`src/rtl/soc_evt_arbiter.sv`:
```
// rtl/soc_evt_arbiter.sv - per-source saturating event counters serialised round-robin onto one valid/ready ID stream
module soc_evt_arbiter #(
  parameter int NB_SRC     = 16,
  parameter int EVNT_WIDTH = 8,
  parameter int CNT_W      = 2,
  parameter int ID_BASE    = 0
) (
  input  logic                  clk_i,
  input  logic                  rst_i,
  input  logic [NB_SRC-1:0]     evt_i,
  input  logic [NB_SRC-1:0]     evt_mask_i,
  input  logic [NB_SRC-1:0]     ovf_clr_i,
  output logic [NB_SRC-1:0]     evt_overflow_o,
  output logic                  evt_valid_o,
  input  logic                  evt_ready_i,
  output logic [EVNT_WIDTH-1:0] evt_data_o,
  output logic                  busy_o
);

  localparam int PTR_W = (NB_SRC > 1) ? $clog2(NB_SRC) : 1;
  localparam logic [CNT_W-1:0] CNT_MAX  = '1;
  localparam logic [PTR_W-1:0] LAST_SRC = PTR_W'(NB_SRC - 1);

  logic [CNT_W-1:0]      pend [NB_SRC];
  logic [PTR_W-1:0]      rr_ptr;
  logic [PTR_W-1:0]      winner;
  logic [PTR_W-1:0]      next_ptr;
  logic                  found;
  logic                  load_en;
  logic                  load;
  logic [NB_SRC-1:0]     inc;
  logic [NB_SRC-1:0]     dec;
  logic [NB_SRC-1:0]     sat;
  logic [NB_SRC-1:0]     lost;
  logic [EVNT_WIDTH-1:0] win_id;

  // Rotating priority search over registered counts, starting at rr_ptr.
  always_comb begin : arb_search
    int idx;
    found  = 1'b0;
    winner = '0;
    idx    = 0;
    for (int i = 0; i < NB_SRC; i++) begin
      idx = int'(rr_ptr) + i;
      if (idx >= NB_SRC) begin
        idx = idx - NB_SRC;
      end
      if (!found && (pend[idx] != '0)) begin
        found  = 1'b1;
        winner = idx[PTR_W-1:0];
      end
    end
  end

  assign inc      = evt_i & evt_mask_i;
  assign load_en  = !evt_valid_o || evt_ready_i;
  assign load     = load_en && found;
  assign next_ptr = (winner == LAST_SRC) ? '0 : winner + PTR_W'(1);
  assign win_id   = EVNT_WIDTH'(ID_BASE) + EVNT_WIDTH'(winner);

  always_comb begin
    dec = '0;
    sat = '0;
    if (load) begin
      dec[winner] = 1'b1;
    end
    for (int s = 0; s < NB_SRC; s++) begin
      sat[s] = (pend[s] == CNT_MAX);
    end
  end

  // An increment is only lost when it cannot be absorbed by a same-cycle drain.
  assign lost   = inc & ~dec & sat;
  assign busy_o = found || evt_valid_o;

  always_ff @(posedge clk_i) begin
    if (rst_i) begin
      for (int s = 0; s < NB_SRC; s++) begin
        pend[s] <= '0;
      end
      evt_overflow_o <= '0;
    end else begin
      for (int s = 0; s < NB_SRC; s++) begin
        if (inc[s] && !dec[s]) begin
          if (!sat[s]) begin
            pend[s] <= pend[s] + CNT_W'(1);
          end
        end else if (dec[s] && !inc[s]) begin
          pend[s] <= pend[s] - CNT_W'(1);
        end
        if (lost[s]) begin
          evt_overflow_o[s] <= 1'b1;
        end else if (ovf_clr_i[s]) begin
          evt_overflow_o[s] <= 1'b0;
        end
      end
    end
  end

  always_ff @(posedge clk_i) begin
    if (rst_i) begin
      rr_ptr      <= '0;
      evt_valid_o <= 1'b0;
      evt_data_o  <= '0;
    end else if (load) begin
      rr_ptr      <= next_ptr;
      evt_valid_o <= 1'b1;
      evt_data_o  <= win_id;
    end else if (load_en) begin
      evt_valid_o <= 1'b0;
    end
  end

endmodule

```
`config.mk`:
```
export PLATFORM = sky130hd
export DESIGN_NAME = soc_evt_arbiter
export DESIGN_NICKNAME = d
export VERILOG_FILES = /design/src/rtl/soc_evt_arbiter.sv
export SDC_FILE = /design/constraint.sdc
export NUM_CORES = 1
export LEC_CHECK = 0
export CORE_MARGIN = 8
export CORE_UTILIZATION = 55
export CTS_BUF_LIST = sky130_fd_sc_hd__clkbuf_8
export CTS_CLUSTER_SIZE = 25
export DETAILED_ROUTE_END_ITERATION = 8
export DONT_BUFFER_PORTS = 1
export PLACE_DENSITY = 0.77
export SETUP_SLACK_MARGIN = 0.05
export SKIP_CTS_REPAIR_TIMING = 1
export SYNTH_ARGS = -nofsm -noshare
export SYNTH_HDL_FRONTEND = slang
export SYNTH_SLANG_ARGS = --single-unit
```
`constraint.sdc`:
```
create_clock -name clk_i -period 7.42 [get_ports clk_i]
set_input_delay 1.484 -clock clk_i [delete_from_list [all_inputs] [get_ports clk_i]]
set_output_delay 1.484 -clock clk_i [all_outputs]
set_load 0.01 [all_outputs]
```
==> results of run 1 <==
path summary, 6_finish.rpt:
path,from,endpoint,slack [ns],cells past startpoint
worst max-delay path,rr_ptr[0],pend[7][1],1.41,15
worst min-delay path,evt_overflow_o[1],evt_overflow_o[1],0.51,2
worst max register to register,rr_ptr[0],pend[7][1],1.41,15
worst min register to register,evt_overflow_o[1],evt_overflow_o[1],0.51,2
state kept, by name (all words and copies together), names as in the netlist, named ones only:
name,flops
pend,32
evt_overflow_o,16
evt_data_o,4
rr_ptr,4
evt_valid_o,1
critical path: cells and delay by family, from the launching register on:
kind / cells / cell delay [ns]
fa+ha+maj: 2 / 0.85
flops: 1 / 0.56
simple gates: 3 / 1.41
compound gates: 5 / 1.16
buf+inv: 3 / 0.71
mux: 2 / 1.06
routing by layer:
metal / part of all wire [%] / wire length (um)
met1: 41 / 8650
met4: 2.5 / 538
met2: 45 / 9590
met5: 0 / 0
met3: 12 / 2490
final cells by class:
| class | instances | area, um^2 |
|---|---|---|
| flip-flops and latches | 61 | 1540 |
| fillers | 1012 | 4740 |
| repair buffers | 19 | 143 |
| clock inverters | 7 | 105 |
| clock buffers | 9 | 124 |
| multi-input cells | 622 | 4440 |
| well taps | 143 | 179 |
| inverters | 13 | 48.8 |
per-stage QoR:
step | setup slack (ns) | cells | util (%) | hold WS (ns)
after floorplan | 2.25 | 753 | - | 0.477
after global placement | 1.55 | 858 | 56.1 | 0.500
after detailed placement | 1.55 | 858 | 56.1 | 0.507
after CTS | 1.52 | 874 | 58.1 | 0.517
after global routing | 1.16 | 874 | 58.1 | 0.530
final | 1.41 | 874 | 58.1 | 0.510
cell usage after synthesis, drive strengths merged, types with 6 or more instances:
cell	count	share of area, %
or3	10	0.99
a31oi	18	1.8
nand4	21	2.4
nand2b	8	0.79
a21oi	31	2.5
o22ai	17	1.7
buf	25	2.7
o31ai	8	1.3
xor2	11	1.5
clkbuf	32	1.9
o21ai	22	1.7
or2	8	0.79
nand3	32	2.5
inv	11	0.66
mux2	8	1.4
nand2	77	4.6
edfxtp	32	15
nor3b	14	1.7
o21a	6	0.71
xnor2	15	2.1
nor2	81	4.9
nand3b	9	1.1
nor3	40	3.9
a211o	7	0.97
mux2i	25	4.1
ha	12	2.4
and2	8	0.79
o211ai	8	0.95
a211oi	12	1.9
a31o	8	1.1
dfxtp	29	9.2
mux4	22	7.9
cell families after synthesis:
group | share of synthesized area, %
xor gates and xnor gates | 3.61
and+or+nand+nor | 27.2
buffers and inverters | 5.46
other | 0.0595
AOI/OAI and AO/OA | 23.3
adders and majority gates | 2.38
muxes | 13.4
DFF | 24.5
==> flow_summary.json, run 1 <==
{
  "vias": 6309,
  "dieArea_um2": 15100,
  "critical_path_required_ns": 7.54,
  "cts_sinks": 61,
  "syn_avg_cell_area_um2": 8.40,
  "cts_made_buffers": 9,
  "yosysWarningCount": 0,
  "critPathMaxFanout": 10,
  "ios": 77,
  "path_clk_slew_ns": 0.08,
  "layout_commonest_cell": "nor2_1",
  "syn2layout_area_growth_pct": 4.37,
  "clkLatencyLatePin_ns": 0.38,
  "nets": 789,
  "grtUsageTotal_pct": 28.3,
  "tightest_slew_ns": 0.949,
  "crit_top_cell": "ha_1",
  "detailed_place_hpwl_um": 16100,
  "die_y_um": 123,
  "hold_viol": 0,
  "via_per_inst": 7.22,
  "synth-seq-area-share_pct": 24.5,
  "place_area_um2": 6350,
  "fin_setup_tns_ns": 0,
  "core_area_um2": 11300,
  "ys.flop_type": "edfxtp_1",
  "grt-ovfl-total": 0,
  "htreeDepth": 3,
  "tritoncts": "done",
  "hold_path.class": "reg2reg",
  "grt_pass1_vias": 5977,
  "first_pass_iters": 5,
  "antenna_found_initial": 0,
  "busiest_layer": "met2",
  "design_area_um2": 6580,
  "ys_seq_elements": 61,
  "synthArstFlopShare_pct": 0,
  "drc": 0,
  "fmax_ghz": 0.166,
  "die_w_um": 123,
  "rows": 39,
  "drt_iter0_markers": 824,
  "grt_start_max_net_pins": 78,
  "start_kind": "register",
  "drive_gt1_share_pct": 14.2,
  "synth.distinct_cells": 90,
  "clock_path_buffers": 2,
  "drv_cap": 0,
  "synthCells": 750,
  "synth_edf_count": 32,
  "use_met3_pct": 9.18,
  "cts_root_buffer": "clkbuf_8",
  "slew_headroom_pct": 36.7,
  "crit_arrival_ns": 6.13,
  "detail-route-antenna-nets": 0,
  "place.gp.congestion": 1.08,
  "final_cell_mix": "nor2_1 (80), nand2_1 (77), nor3_1 (33)",
  "rsz0062_at_grt": "no",
  "diodes": 0,
  "slowest_stage": "or4_4",
  "syn-cell-area_um2": 6300,
  "wirelength_um": 21300,
  "fin_crit_ns": 6.01,
  "critical_path_class": "reg2reg",
  "skew_ns": 0.0157,
  "portBuffers": 0,
  "fin_crit_sh_pct": 81.0,
  "crit_chain": "inv_2 -> ha_1 -> clkinv_1 -> mux4_2 -> mux2i_2 -> nand4_4 -> or4_4 -> o221a_1 -> a211oi_2 -> a21oi_2 -> inv_1 -> ha_1 -> and2_0 -> a31oi_1 -> a211o_1",
  "post_drt_wl_per_cell_um": 24.3,
  "grt_pass1_wl_um": 33300,
  "initial_core_util_pct": 55.7,
  "cpPeakStageDelay_ns": 0.66,
  "outcome": "finished clean",
  "use_met1_pct": 36.7,
  "finalSetupViolations": 0,
  "grt_use_met2_pct": 42.7,
  "cp-end-kind": "register",
  "finalMaxSlewViolations": 0
}
Power of run 1 is left out: the tool's default activity adds up to more than one toggle a clock period on the data nets, which glitch-free logic cannot reach.
==> inputs of run 2 (changes only) <==
clock period = 5.95 ns   (was 7.42 ns; I/O delays follow)
==> run 2 against run 1 <==
Against the previous run: via count grew 3.0%; non-clock buffer count grew 9; register-to-register slack lost 1.1 ns; critical endpoint is now pend[7][0].
==> flow_summary.json, run 2 (synthesis gave the netlist of run 1 again) <==
{
  "antenna_found_initial": 0,
  "finalMaxSlewViolations": 0,
  "grtUsageTotal_pct": 28.7,
  "cts_root_buffer": "clkbuf_8",
  "finalSetupViolations": 0,
  "critical_path_class": "reg2reg",
  "slew_headroom_pct": 30.5,
  "critPathMaxFanout": 9,
  "top_register": "pend",
  "clkLatencyLatePin_ns": 0.37,
  "via_per_inst": 7.36,
  "wirelength_um": 21600,
  "die_w_um": 123,
  "final_cell_mix": "nor2_1 (80), nand2_1 (77), nor3_1 (33)",
  "detailed_place_hpwl_um": 16300,
  "place.gp.congestion": 0.984,
  "largest_registers": "pend (32), evt_overflow_o (16)",
  "first_pass_iters": 8,
  "skew_ns": 0.0155,
  "grt_pass1_wl_um": 33600,
  "path_clk_slew_ns": 0.07,
  "hold_path.class": "reg2reg",
  "dieArea_um2": 15100,
  "hold_viol": 0,
  "start_kind": "register",
  "fmax_ghz": 0.177,
  "grt-ovfl-total": 0,
  "worstHoldStart": "evt_overflow_o[7]",
  "largest_register_ffs": 32,
  "initial_core_util_pct": 55.7,
  "htreeDepth": 3,
  "ios": 77,
  "rows": 39,
  "detail-route-antenna-nets": 0,
  "grt_start_max_net_pins": 78,
  "vias": 6496,
  "drv_cap": 0,
  "r2r-start": "rr_ptr[1]",
  "crit_arrival_ns": 5.78,
  "clock_path_buffers": 2,
  "fin_crit_ns": 5.66,
  "fin_setup_tns_ns": 0,
  "drc": 0,
  "syn2layout_area_growth_pct": 5.04,
  "layout_commonest_cell": "nor2_1",
  "diodes": 0,
  "nets": 798,
  "drive_gt1_share_pct": 15.5,
  "outcome": "finished clean",
  "rsz0062_at_grt": "no",
  "crit_start": "rr_ptr[1]",
  "cp-end-kind": "register",
  "post_drt_wl_per_cell_um": 24.5,
  "cts_made_buffers": 9,
  "cts_sinks": 61,
  "critical_path_required_ns": 6.07,
  "die_y_um": 123,
  "drt_iter0_markers": 964,
  "fillers": 1040,
  "tritoncts": "done",
  "portBuffers": 0,
  "core_area_um2": 11300,
  "fin_crit_sh_pct": 95.2,
  "grt_pass1_vias": 6089,
  "tightest_slew_ns": 1.04
}
-- run 2: metrics by stage --
step	hold slack, ns	cell area [um^2]	std cells	worst slack [ns]	util, %
after floorplan	0.477	6310	753	0.780	-
after global placement	0.499	6430	867	0.418	56.8
after detailed placement	0.498	6430	867	0.422	56.8
after CTS	0.508	6610	883	0.430	58.4
after global routing	0.538	6620	883	0.125	58.5
final	0.502	6620	883	0.288	58.5
-- run 2: final cells by class --
class                           count  area (um^2)  share of cell area [%]
Tap cell                          143          179                    2.70
Sequential cell                    61         1540                    23.3
Clock buffer                        9          124                    1.87
Inverter                           13         48.8                   0.737
Multi-Input combinational cell    622         4450                    67.2
Timing Repair Buffer               28          223                    3.36
Clock inverter                      7         57.6                   0.870
-- run 2: final timing paths --
check / to / slack (ns) / cells after the start
setup / recovery: pend[7][0] / 0.29 / 15
hold / removal: evt_overflow_o[7] / 0.50 / 2
setup reg to reg: pend[7][0] / 0.29 / 15
hold reg to reg: evt_overflow_o[7] / 0.50 / 2
-- run 2: per-layer routing --
| metal | global-route usage (%) | vias to the layer above | routed length, um | share of wire (%) |
|---|---|---|---|---|
| met5 | 0 | - | 0 | 0 |
| met1 | 37.8 | 3115 | 8600 | 40 |
| li1 | - | 2862 | - | - |
| met4 | 10.8 | 0 | 588 | 2.7 |
| met2 | 43.2 | 460 | 9480 | 44 |
| met3 | 9.13 | 59 | 2930 | 14 |
-- run 2: critical path: stages (launching register included) --
cell      delay [ns]
dfxtp_1         0.44
ha_1            0.38
xnor2_1         0.16
buf_4           0.21
mux4_1          0.75
mux2i_2         0.55
nand4_4         0.30
or4_4           0.67
o221a_1         0.26
a211oi_2        0.23
a21oi_2         0.10
inv_1           0.11
ha_1            0.23
and2_0          0.45
a31oi_1         0.19
a211o_1         0.39
Power of run 2 is left out for the same reason.
==> inputs of run 3 (changes only) <==
CELL_PAD_IN_SITES_DETAIL_PLACEMENT = 0   (was unset)
CELL_PAD_IN_SITES_GLOBAL_PLACEMENT = 1   (was unset)
CORE_UTILIZATION = 51   (was 55)
PLACE_DENSITY = 0.91   (was 0.77)
==> run 3 against run 2 <==
Against the previous run: sequential cell count unchanged; register-to-register slack improved by 0.16 ns; cell count increased by 3.2%; sequential share of layout area decreased by 0.11 points; critical path depth decreased by 1; wire length decreased by 0.45%; maximum frequency increased by 2.9%; design area increased by 0.49%; global-route usage decreased by 2.3 points; clock skew increased by 0.0021 ns; first-iteration DRC count increased by 2.2%.
==> flow_summary.json, run 3 (synthesis gave the netlist of run 1 again) <==
{
  "top_register": "pend",
  "clkLatencyLatePin_ns": 0.36,
  "fmax_ghz": 0.182,
  "core_area_um2": 12100,
  "tritoncts": "done",
  "fin_setup_tns_ns": 0,
  "largest_registers": "pend (32), evt_overflow_o (16)",
  "cts_made_buffers": 9,
  "crit_arrival_ns": 5.62,
  "grt_pass1_wl_um": 33700,
  "cpPeakStageDelay_ns": 0.72,
  "post_drt_wl_per_cell_um": 23.6,
  "critPathMaxFanout": 9,
  "met1_length_um": 9010,
  "path_clk_slew_ns": 0.07,
  "slew_headroom_pct": 35.7,
  "fillers": 1141,
  "initial_core_util_pct": 52.2,
  "rrSetupSlack_ns": 0.45,
  "vias": 6304,
  "hold_viol": 0,
  "cts_root_buffer": "clkbuf_8",
  "fin_crit_ns": 5.50,
  "nets": 801,
  "drv_cap": 0,
  "top_layer": "met4",
  "ios": 77,
  "finalMaxSlewViolations": 0,
  "met2RoutedLength_um": 9650,
  "tightest_slew_ns": 0.964,
  "largest_register_ffs": 32,
  "diodes": 0,
  "die_y_um": 127,
  "rsz0062_at_grt": "no",
  "drive_gt1_share_pct": 15.5,
  "critical_path_buf_inv_count": 1,
  "place.gp.congestion": 1.01,
  "syn2layout_area_growth_pct": 5.56,
  "crit_chain": "nor2_1 -> a21oi_1 -> mux4_1 -> mux2i_2 -> nand4_4 -> or4_4 -> o221a_1 -> a211oi_2 -> a21oi_2 -> inv_1 -> ha_1 -> and2_0 -> a31oi_1 -> a211o_1",
  "skew_ns": 0.0176,
  "cp_top_family": "simple AND/OR/NAND/NOR gates",
  "die_w_um": 127,
  "dieArea_um2": 16200,
  "layout_commonest_cell": "nor2_1",
  "final_cell_mix": "nor2_1 (80), nand2_1 (77), nor3_1 (33)",
  "rows": 40,
  "hold_path.class": "reg2reg",
  "critical_path_class": "reg2reg",
  "cp-end-kind": "register",
  "drc": 0,
  "wirelength_um": 21500,
  "detail-route-antenna-nets": 0,
  "htreeDepth": 3,
  "via_per_inst": 6.92,
  "finalSetupViolations": 0,
  "drt_iter0_markers": 985,
  "antenna_found_initial": 0,
  "critical_path_required_ns": 6.06,
  "fin_crit_sh_pct": 92.5,
  "grt_start_max_net_pins": 78,
  "grt_pass1_vias": 6068,
  "first_pass_iters": 5,
  "cts_sinks": 61,
  "detailed_place_hpwl_um": 16500,
  "outcome": "finished clean",
  "start_kind": "register",
  "grtUsageTotal_pct": 26.4,
  "clock_path_buffers": 2,
  "wl_met3_um": 2260,
  "slowest_stage": "mux4_1",
  "grt-ovfl-total": 0,
  "portBuffers": 0
}
run 3: cell count changes in the layout (fill, tap and decap cells not counted), sizes merged:
cell / delta
buf: +3
bufinv: +1
clkinv: +2
clkinvlp: -1
inv: -2
run 3: stage by stage:
stage                     setup slack (ns)  cells  utilization (%)  cell area [um^2]  hold slack (ns)
after floorplan                      0.780    753                -              6310            0.477
after global placement               0.595    895             53.6              6460            0.493
final                                0.448    911             55.1              6650            0.503
after CTS                            0.575    911             55.1              6650            0.511
after detailed placement             0.590    895             53.6              6460            0.501
after global routing                 0.317    911             55.1              6650            0.529
run 3: per-layer routing:
metal,vias up,GRT usage [%]
li1,2877,-
met1,3005,34.9
met2,364,40.4
met3,58,7.32
met4,0,9.52
met5,-,0
run 3: worst reg2reg max path, cell delays in order (launching register included):
cell and delay, ns:
edfxtp_1 0.45, nor2_1 0.45, a21oi_1 0.23, mux4_1 0.72, mux2i_2 0.49, nand4_4 0.28
or4_4 0.66, o221a_1 0.27, a211oi_2 0.23, a21oi_2 0.06, inv_1 0.09, ha_1 0.26
and2_0 0.52, a31oi_1 0.21, a211o_1 0.35
run 3: worst paths after layout:
kind / startpoint / cells past startpoint / endpoint
setup / recovery: pend[8][0] / 14 / pend[7][0]
hold reg to reg: evt_overflow_o[5] / 2 / evt_overflow_o[5]
hold / removal: evt_overflow_o[5] / 2 / evt_overflow_o[5]
setup reg to reg: pend[8][0] / 14 / pend[7][0]
run 3: cell type report:
cell class	count	area [um^2]	area share, %
clock buffers	9	124	1.86
clock inverters	7	67.6	1.02
inverters	13	48.8	0.734
multi-input cells	622	4430	66.6
flip-flops and latches	61	1540	23.2
well taps	168	210	3.16
repair buffers	31	233	3.50
Power of run 3 is left out for the same reason.
